===== src/rtl/usb4_lane_block_encoder_if.sv =====
// Lane-adapter / serializer handshake bundle for usb4_lane_block_encoder.
// The source side (adapter + serializer) uses master; the encoder uses slave.
interface usb4_lane_block_encoder_if #(
  parameter int NUM_LANES = 2,
  parameter int BLK_W     = 132
);
  logic                       enable;
  logic [1:0]                 gen_speed;
  logic [3:0]                 d_sel;
  logic [8*NUM_LANES-1:0]     lane_tx;
  logic                       in_valid;
  logic                       in_ready;
  logic [BLK_W*NUM_LANES-1:0] blk_data;
  logic [1:0]                 blk_len;
  logic                       blk_valid;
  logic                       blk_ready;
  logic                       new_sym;
  logic                       overflow;

  modport master (
    output enable, gen_speed, d_sel, lane_tx, in_valid, blk_ready,
    input  in_ready, blk_data, blk_len, blk_valid, new_sym, overflow
  );

  modport slave (
    input  enable, gen_speed, d_sel, lane_tx, in_valid, blk_ready,
    output in_ready, blk_data, blk_len, blk_valid, new_sym, overflow
  );
endinterface


===== src/rtl/usb4_lane_block_encoder.sv =====
// N-lane USB4 transmit block encoder: Gen2 66b blocks, Gen3 132b blocks, Gen4 byte bypass.
// Define ENC_SCRAMBLE_EN to add a per-lane payload scrambler.
module usb4_lane_block_encoder #(
  parameter int NUM_LANES = 2,
  parameter int BLK_W     = 132
) (
  input logic                      enc_clk,
  input logic                      rst,
  usb4_lane_block_encoder_if.slave enc
);

  typedef enum logic {COLLECT, HOLD} state_t;

  localparam logic [3:0] DSEL_DATA = 4'd8;
  localparam logic [3:0] DSEL_NONE = 4'd9;
  localparam logic [1:0] SPD_GEN4  = 2'd0;
  localparam logic [1:0] SPD_GEN3  = 2'd1;
  localparam logic [1:0] SPD_GEN2  = 2'd2;

  state_t                     state_q, state_d;
  logic [3:0]                 cnt_q, cnt_d;
  logic [1:0]                 spd_q;
  logic                       is_data_q;
  logic [127:0]               buf_q  [NUM_LANES];
  logic [127:0]               buf_wr [NUM_LANES];
  logic [7:0]                 pay    [NUM_LANES];
  logic [BLK_W*NUM_LANES-1:0] blk_enc, byte_enc, blk_data_q;
  logic [1:0]                 blk_len_q;
  logic                       blk_valid_q, new_sym_q, overflow_q;

  logic speed_chg, is_gen4, is_gen3, is_blk, out_free;
  logic in_ready_c, offered, accept, last_byte;
  logic load_blk, load_byte;

  assign speed_chg = enc.gen_speed != spd_q;
  assign is_gen4   = enc.gen_speed == SPD_GEN4;
  assign is_gen3   = enc.gen_speed == SPD_GEN3;
  assign is_blk    = is_gen3 || (enc.gen_speed == SPD_GEN2);
  assign out_free  = !blk_valid_q || enc.blk_ready;
  assign offered   = enc.in_valid && (enc.d_sel != DSEL_NONE);
  assign accept    = offered && in_ready_c;
  assign last_byte = cnt_q == (is_gen3 ? 4'd15 : 4'd7);

  // Speed 3 (reserved) and the cycle of any speed change leave in_ready low.
  always_comb begin
    in_ready_c = 1'b0;
    if (rst && enc.enable && !speed_chg) begin
      if (is_gen4)     in_ready_c = out_free;
      else if (is_blk) in_ready_c = (state_q == COLLECT);
    end
  end

`ifdef ENC_SCRAMBLE_EN
  localparam logic [22:0] SEED_L0 = 23'h1DBFBC;
  localparam logic [22:0] SEED_L1 = 23'h0607BB;

  logic [22:0] lfsr_q  [NUM_LANES];
  logic [22:0] lfsr_nx [NUM_LANES];
  logic [7:0]  key     [NUM_LANES];

  function automatic logic [22:0] lane_seed(input int k);
    return (k == 1) ? SEED_L1 : (SEED_L0 ^ 23'(k));
  endfunction

  // x^23+x^21+x^16+x^8+x^5+x^2+1, eight steps per accepted byte, key bit 0 first.
  always_comb begin
    for (int k = 0; k < NUM_LANES; k++) begin
      key[k]     = '0;
      lfsr_nx[k] = lfsr_q[k];
      for (int j = 0; j < 8; j++) begin
        key[k][j]  = lfsr_nx[k][22];
        lfsr_nx[k] = {lfsr_nx[k][21:0], lfsr_nx[k][22] ^ lfsr_nx[k][20] ^ lfsr_nx[k][15]
                                       ^ lfsr_nx[k][7] ^ lfsr_nx[k][4] ^ lfsr_nx[k][1]};
      end
      pay[k] = enc.lane_tx[8*k +: 8] ^ key[k];
    end
  end

  always_ff @(posedge enc_clk or negedge rst) begin
    if (!rst) begin
      for (int k = 0; k < NUM_LANES; k++) lfsr_q[k] <= lane_seed(k);
    end else if (!enc.enable || speed_chg) begin
      for (int k = 0; k < NUM_LANES; k++) lfsr_q[k] <= lane_seed(k);
    end else if (accept && is_blk) begin
      for (int k = 0; k < NUM_LANES; k++) lfsr_q[k] <= lfsr_nx[k];
    end
  end
`else
  always_comb begin
    for (int k = 0; k < NUM_LANES; k++) pay[k] = enc.lane_tx[8*k +: 8];
  end
`endif

  function automatic logic [BLK_W-1:0] encode(input logic [127:0] b, input logic gen3,
                                              input logic data);
    if (gen3) return BLK_W'({b, data ? 4'b1010 : 4'b0101});
    return BLK_W'({b[63:0], data ? 2'b10 : 2'b01});
  endfunction

  // NOTE: combinational blocks use blocking '=' so later statements see the updated value.
  always_comb begin
    blk_enc  = '0;
    byte_enc = '0;
    for (int k = 0; k < NUM_LANES; k++) begin
      buf_wr[k] = buf_q[k];
      buf_wr[k][{cnt_q, 3'b000} +: 8] = pay[k];
      // A held block is already complete in buf_q; buf_wr would overwrite byte cnt.
      blk_enc[BLK_W*k +: BLK_W]  = encode((state_q == HOLD) ? buf_q[k] : buf_wr[k],
                                          is_gen3, is_data_q);
      byte_enc[BLK_W*k +: BLK_W] = BLK_W'(enc.lane_tx[8*k +: 8]);
    end
  end

  // NOTE: every output of this block gets a default first, so no path can infer a latch.
  always_comb begin
    state_d   = state_q;
    cnt_d     = cnt_q;
    load_blk  = 1'b0;
    load_byte = 1'b0;
    if (speed_chg) begin
      state_d = COLLECT;
      cnt_d   = '0;
    end else if (is_gen4) begin
      load_byte = accept;
    end else if (is_blk) begin
      unique case (state_q)
        COLLECT: begin
          if (accept) begin
            if (last_byte) begin
              cnt_d = '0;
              if (out_free) load_blk = 1'b1;
              else          state_d  = HOLD;
            end else begin
              cnt_d = cnt_q + 4'd1;
            end
          end
        end
        HOLD: begin
          if (enc.blk_ready) begin
            load_blk = 1'b1;
            state_d  = COLLECT;
          end
        end
        default: ;
      endcase
    end
  end

  always_ff @(posedge enc_clk or negedge rst) begin
    if (!rst) begin
      state_q     <= COLLECT;
      cnt_q       <= '0;
      spd_q       <= '0;
      is_data_q   <= 1'b0;
      blk_data_q  <= '0;
      blk_len_q   <= '0;
      blk_valid_q <= 1'b0;
      new_sym_q   <= 1'b0;
      overflow_q  <= 1'b0;
      // NOTE: the collection buffer is reset explicitly because it is defined to read 0 after reset.
      for (int k = 0; k < NUM_LANES; k++) buf_q[k] <= '0;
    end else if (!enc.enable) begin
      state_q     <= COLLECT;
      cnt_q       <= '0;
      spd_q       <= enc.gen_speed;
      is_data_q   <= 1'b0;
      blk_data_q  <= '0;
      blk_len_q   <= '0;
      blk_valid_q <= 1'b0;
      new_sym_q   <= 1'b0;
      overflow_q  <= 1'b0;
      for (int k = 0; k < NUM_LANES; k++) buf_q[k] <= '0;
    end else begin
      state_q   <= state_d;
      cnt_q     <= cnt_d;
      spd_q     <= enc.gen_speed;
      new_sym_q <= accept && (is_gen4 || cnt_q == 4'd0);
      if (offered && !in_ready_c) overflow_q <= 1'b1;
      if (accept && is_blk) begin
        for (int k = 0; k < NUM_LANES; k++) buf_q[k] <= buf_wr[k];
        if (cnt_q == 4'd0) is_data_q <= (enc.d_sel == DSEL_DATA);
      end
      if (load_blk) begin
        blk_data_q  <= blk_enc;
        blk_len_q   <= is_gen3 ? 2'd2 : 2'd1;
        blk_valid_q <= 1'b1;
      end else if (load_byte) begin
        blk_data_q  <= byte_enc;
        blk_len_q   <= 2'd0;
        blk_valid_q <= 1'b1;
      end else if (blk_valid_q && enc.blk_ready) begin
        blk_valid_q <= 1'b0;
      end
    end
  end

  assign enc.in_ready  = in_ready_c;
  assign enc.blk_data  = blk_data_q;
  assign enc.blk_len   = blk_len_q;
  assign enc.blk_valid = blk_valid_q;
  assign enc.new_sym   = new_sym_q;
  assign enc.overflow  = overflow_q;

endmodule


===== src/flat_wrapper.sv =====
// flat-port wrapper written by rule: the top's interface ports become plain ports
module usb4_lane_block_encoder_flat 
#(
  parameter int NUM_LANES = 2,
  parameter int BLK_W     = 132
)
  (enc_clk, rst, enc_enable, enc_gen_speed, enc_d_sel, enc_lane_tx, enc_in_valid, enc_blk_ready, enc_in_ready, enc_blk_data, enc_blk_len, enc_blk_valid, enc_new_sym, enc_overflow);
  usb4_lane_block_encoder_if #(.NUM_LANES(NUM_LANES), .BLK_W(BLK_W)) enc_i ();
  input logic enc_clk;
  input logic rst;
  input wire logic [$bits(enc_i.enable)-1:0] enc_enable;
  input wire logic [$bits(enc_i.gen_speed)-1:0] enc_gen_speed;
  input wire logic [$bits(enc_i.d_sel)-1:0] enc_d_sel;
  input wire logic [$bits(enc_i.lane_tx)-1:0] enc_lane_tx;
  input wire logic [$bits(enc_i.in_valid)-1:0] enc_in_valid;
  input wire logic [$bits(enc_i.blk_ready)-1:0] enc_blk_ready;
  output wire logic [$bits(enc_i.in_ready)-1:0] enc_in_ready;
  output wire logic [$bits(enc_i.blk_data)-1:0] enc_blk_data;
  output wire logic [$bits(enc_i.blk_len)-1:0] enc_blk_len;
  output wire logic [$bits(enc_i.blk_valid)-1:0] enc_blk_valid;
  output wire logic [$bits(enc_i.new_sym)-1:0] enc_new_sym;
  output wire logic [$bits(enc_i.overflow)-1:0] enc_overflow;
  assign enc_i.enable = enc_enable;
  assign enc_i.gen_speed = enc_gen_speed;
  assign enc_i.d_sel = enc_d_sel;
  assign enc_i.lane_tx = enc_lane_tx;
  assign enc_i.in_valid = enc_in_valid;
  assign enc_i.blk_ready = enc_blk_ready;
  assign enc_in_ready = enc_i.in_ready;
  assign enc_blk_data = enc_i.blk_data;
  assign enc_blk_len = enc_i.blk_len;
  assign enc_blk_valid = enc_i.blk_valid;
  assign enc_new_sym = enc_i.new_sym;
  assign enc_overflow = enc_i.overflow;
  usb4_lane_block_encoder #(.NUM_LANES(NUM_LANES), .BLK_W(BLK_W)) u_core (.enc_clk(enc_clk), .rst(rst), .enc(enc_i));
endmodule

===== config.mk =====
export PLATFORM = sky130hd
export DESIGN_NAME = usb4_lane_block_encoder_flat
export DESIGN_NICKNAME = d
export VERILOG_FILES = /design/src/rtl/usb4_lane_block_encoder_if.sv /design/src/rtl/usb4_lane_block_encoder.sv /design/src/flat_wrapper.sv
export SDC_FILE = /design/constraint.sdc
export NUM_CORES = 1
export LEC_CHECK = 0
export ABC_AREA = 1
export ABC_CLOCK_PERIOD_IN_PS = 3200
export BUFFER_PORTS_ARGS = -buffer_cell sky130_fd_sc_hd__buf_4
export CAP_MARGIN = 15
export CORE_AREA = 10 10 216 321
export CTS_CLUSTER_SIZE = 14
export DETAILED_ROUTE_END_ITERATION = 8
export DIE_AREA = 0 0 226 331
export GPL_ROUTABILITY_DRIVEN = 1
export GPL_TIMING_DRIVEN = 0
export PLACE_DENSITY = 0.73
export SKIP_LAST_GASP = 1
export SLEW_MARGIN = 0
export SYNTH_ARGS = -nofsm -noshare
export SYNTH_HDL_FRONTEND = slang
export SYNTH_SLANG_ARGS = --single-unit

===== constraint.sdc =====
create_clock -name enc_clk -period 3.2 [get_ports enc_clk]
set_input_delay 0.16 -clock enc_clk [delete_from_list [all_inputs] [get_ports enc_clk]]
set_output_delay 0.16 -clock enc_clk [all_outputs]
set_load 0.01 [all_outputs]

==> run metrics <==
outcome=finished, violations left; failing checks=hold timing; mapped cell area=approximately 28,000 um2; Reg2Reg Setup Slack=about 0.043 ns; clk_lat worst skew=approximately 0.65 ns; post-DR wirelength/cell=between 20 and 25 um; R2R cell count=15; Worst-Margin Slew=between 1 and 1.5 ns; Total Routing Usage GR=0.323; post-synthesis cell type with the largest combined area=dfrtp_1; RSZ-0062 raised after global routing=true; RR Startpoint=u_core.cnt_q[0]; dominant synthesized flop cell=dfrtp_1; CTS tree=built; worst-path fanout max=10; routability cong.=~1; sequential cell area=roughly 13,000 um2; smallest hold slack=-0.0484 ns; row count=approximately 110; clk slew on worst S/H paths=0.06 ns; Max VDD drop=around 0.38 mV; HPWL after detailed placement=~90 mm; Max Slew Vio Count=0; Async SR Flop Fraction=1.00; CTS sink count=about 530; Rel. slew slack=0.138; CTS buffer count=52; number of flops mapped to enable cells by yosys=0; CTS root buffer=clkbuf_16; global-route wire length before repair=~180 mm; Net count, final=around 4,200; CORE AREA=between 60,000 and 70,000 um2; initial antenna violation count=13; top-count cell post-synth=nand2_1; Setup Crit Path Kind=reg -> reg; DRC errors left=0; Post-Syn Nets=approximately 3,800; crit path time final=~3.2 ns; Synth area leaders=dfrtp_1 47%, nand2_1 14%, nand3_1 12%; Seq/Total Area, Yosys=0.470; crit end category=register; Longest Clk Path Bufs=3; drt total wl=roughly 120 mm; First-pass DRT Iterations=6; Die ar.=around 75,000 um2; Fmax=~320 MHz; leak pwr=between 15 and 20 nW; final setup vio count=0; crit path DAT=3.71 ns; Routed Antenna Nets=0; P&R area growth vs syn=20.2%; grt ovf=0; cells after synthesis=between 3,000 and 4,000; Synth top area share=0.470; HP Class=in -> async; fillers=between 6,000 and 7,000; Max-Cap Viols=0; Multi-input gate area=approximately 13,000 um2; DR iter-0 viols=about 3,400; Via Count=approximately 30,000; pin count of the biggest net entering global routing=around 120; worst path required time=around 3.8 ns; Worst R2R End=u_core.enc.blk_data[164]; H-tree level count=2; clock skew=roughly 0.027 ns; Die Y-Extent=~330 um; PwrDens=about 420 nW/um2; register bit total from synthesis=between 500 and 600; port bufs=between 200 and 300; Tcrit/Tclk final=0.987; Finished Cell Area=roughly 34,000 um2; Distinct cells, synth=35; critical path launch point type=register; Hold Vio Cnt, Final=11; Die Width=between 200 and 250 um; number of global-route vias before repair=between 20,000 and 30,000; I/O pin count=~300; vias per cell=5.89; Initial Util=0.445; Ys Warns=0; share of cells above drive strength 1=0.159; Post-DP Area=roughly 32,000 um2; Mean Syn Cell Area=7.51 um2; Total Neg Setup Slack=0 ns; Commonest cells post-synth=1,077 x nand2_1, 702 x nand3_1, 533 x dfrtp_1
through the flow:
stage / worst slack [ns] / instances / utilization / total power [mW]
after floorplan: 0.900 / 3777 / - / 7.24
after global placement: -5.28 / 4884 / 0.496 / 7.70
after detailed placement: -1.05 / 4889 / 0.498 / 7.73
after CTS: 0.0109 / 5008 / 0.533 / 14.4
after global routing: -0.0703 / 5017 / 0.535 / 14.7
final: 0.0431 / 5021 / 0.535 / 14.4
critical path, stage by stage, from the launching register on:
cell,delay (ns)
dfrtp_1,0.44
buf_2,0.21
inv_4,0.15
ha_1,0.26
inv_1,0.06
nand2_1,0.05
nand2_1,0.11
buf_6,0.21
nor2_8,0.21
nand2_1,0.34
clkbuf_4,0.36
nand2_1,0.12
nand3_1,0.11
nand3_1,0.16
nand3_1,0.14
o21ai_1,0.14
state kept, by name, indices dropped and copies added (netlist names):
register              count
u_core.spd_q              2
u_core.state_q            1
u_core.buf_q            256
u_core.is_data_q          1
u_core.enc.blk_len        2
u_core.enc.new_sym        1
u_core.enc.blk_data     264
u_core.enc.overflow       1
u_core.enc.blk_valid      1
u_core.cnt_q              4
worst max path at each step:
stage               slack, ns             from  depth (start not counted)                        to
CTS                      0.01  u_core.cnt_q[0]                         12  u_core.enc.blk_data[123]
detailed placement      -1.05              rst                         13         u_core.buf_q[245]
floorplan                0.90  u_core.cnt_q[0]                         14  u_core.enc.blk_data[139]
global placement        -5.28              rst                         10         u_core.buf_q[245]
global route            -0.07  u_core.cnt_q[0]                         14    u_core.enc.blk_data[6]
finish                   0.04  u_core.cnt_q[0]                         15  u_core.enc.blk_data[164]
layout by cell type (no fill, tap or decap), drive strengths merged, types with 2 or more instances in the layout:
cell,count
nand3,707
inv,282
dlygate4sd3,11
nor2,37
a21oi,20
bufinv,5
nor3,6
nand4,89
o31ai,2
o21ai,715
a21boi,4
clkbuf,199
diode,8
bufbuf,2
clkinv,14
ha,6
clkinvlp,4
buf,475
nand2,1083
dfrtp,533
power by group:
group          internal [mW]  total (mW)  switching [mW]
clock network           3.81        6.71            2.91
logic                  0.225       0.919           0.694
registers               6.75        6.76         0.00914
cells by family after synthesis:
family                     synth area share
AOI/OAI and AO/OA                     0.141
DFF                                   0.470
adders and majority gates           0.00265
and+or+nand+nor                       0.299
buffers and inverters                0.0862
xor gates and xnor gates           0.000618
timing repair:
action	in CTS	in global routing
resized for setup	12	27
hold buffers	20	0
pin swaps	0	3
hold endpoints to repair	251	0
setup buffers	0	5
cloned	2	0
setup endpoints to repair	301	127
area by class of cell:
class | count | share of cell area
Buffer | 283 | 0.0410
Multi-Input combinational cell | 2675 | 0.370
Timing Repair Buffer | 327 | 0.0824
Clock buffer | 78 | 0.0461
Antenna cell | 8 | 0.000587
Sequential cell | 533 | 0.391
Inverter | 286 | 0.0317
Tap cell | 812 | 0.0298
Clock inverter | 19 | 0.00734
layer usage:
metal / track usage / wire (um) / up-vias
met5: 0 / 46 / -
met2: 0.525 / 57700 / 1600
met4: 0.265 / 11200 / 8
met1: 0.355 / 42800 / 14100
li1: - / - / 13400
met3: 0.0783 / 11200 / 482
(Power assumes the default switching activity.)
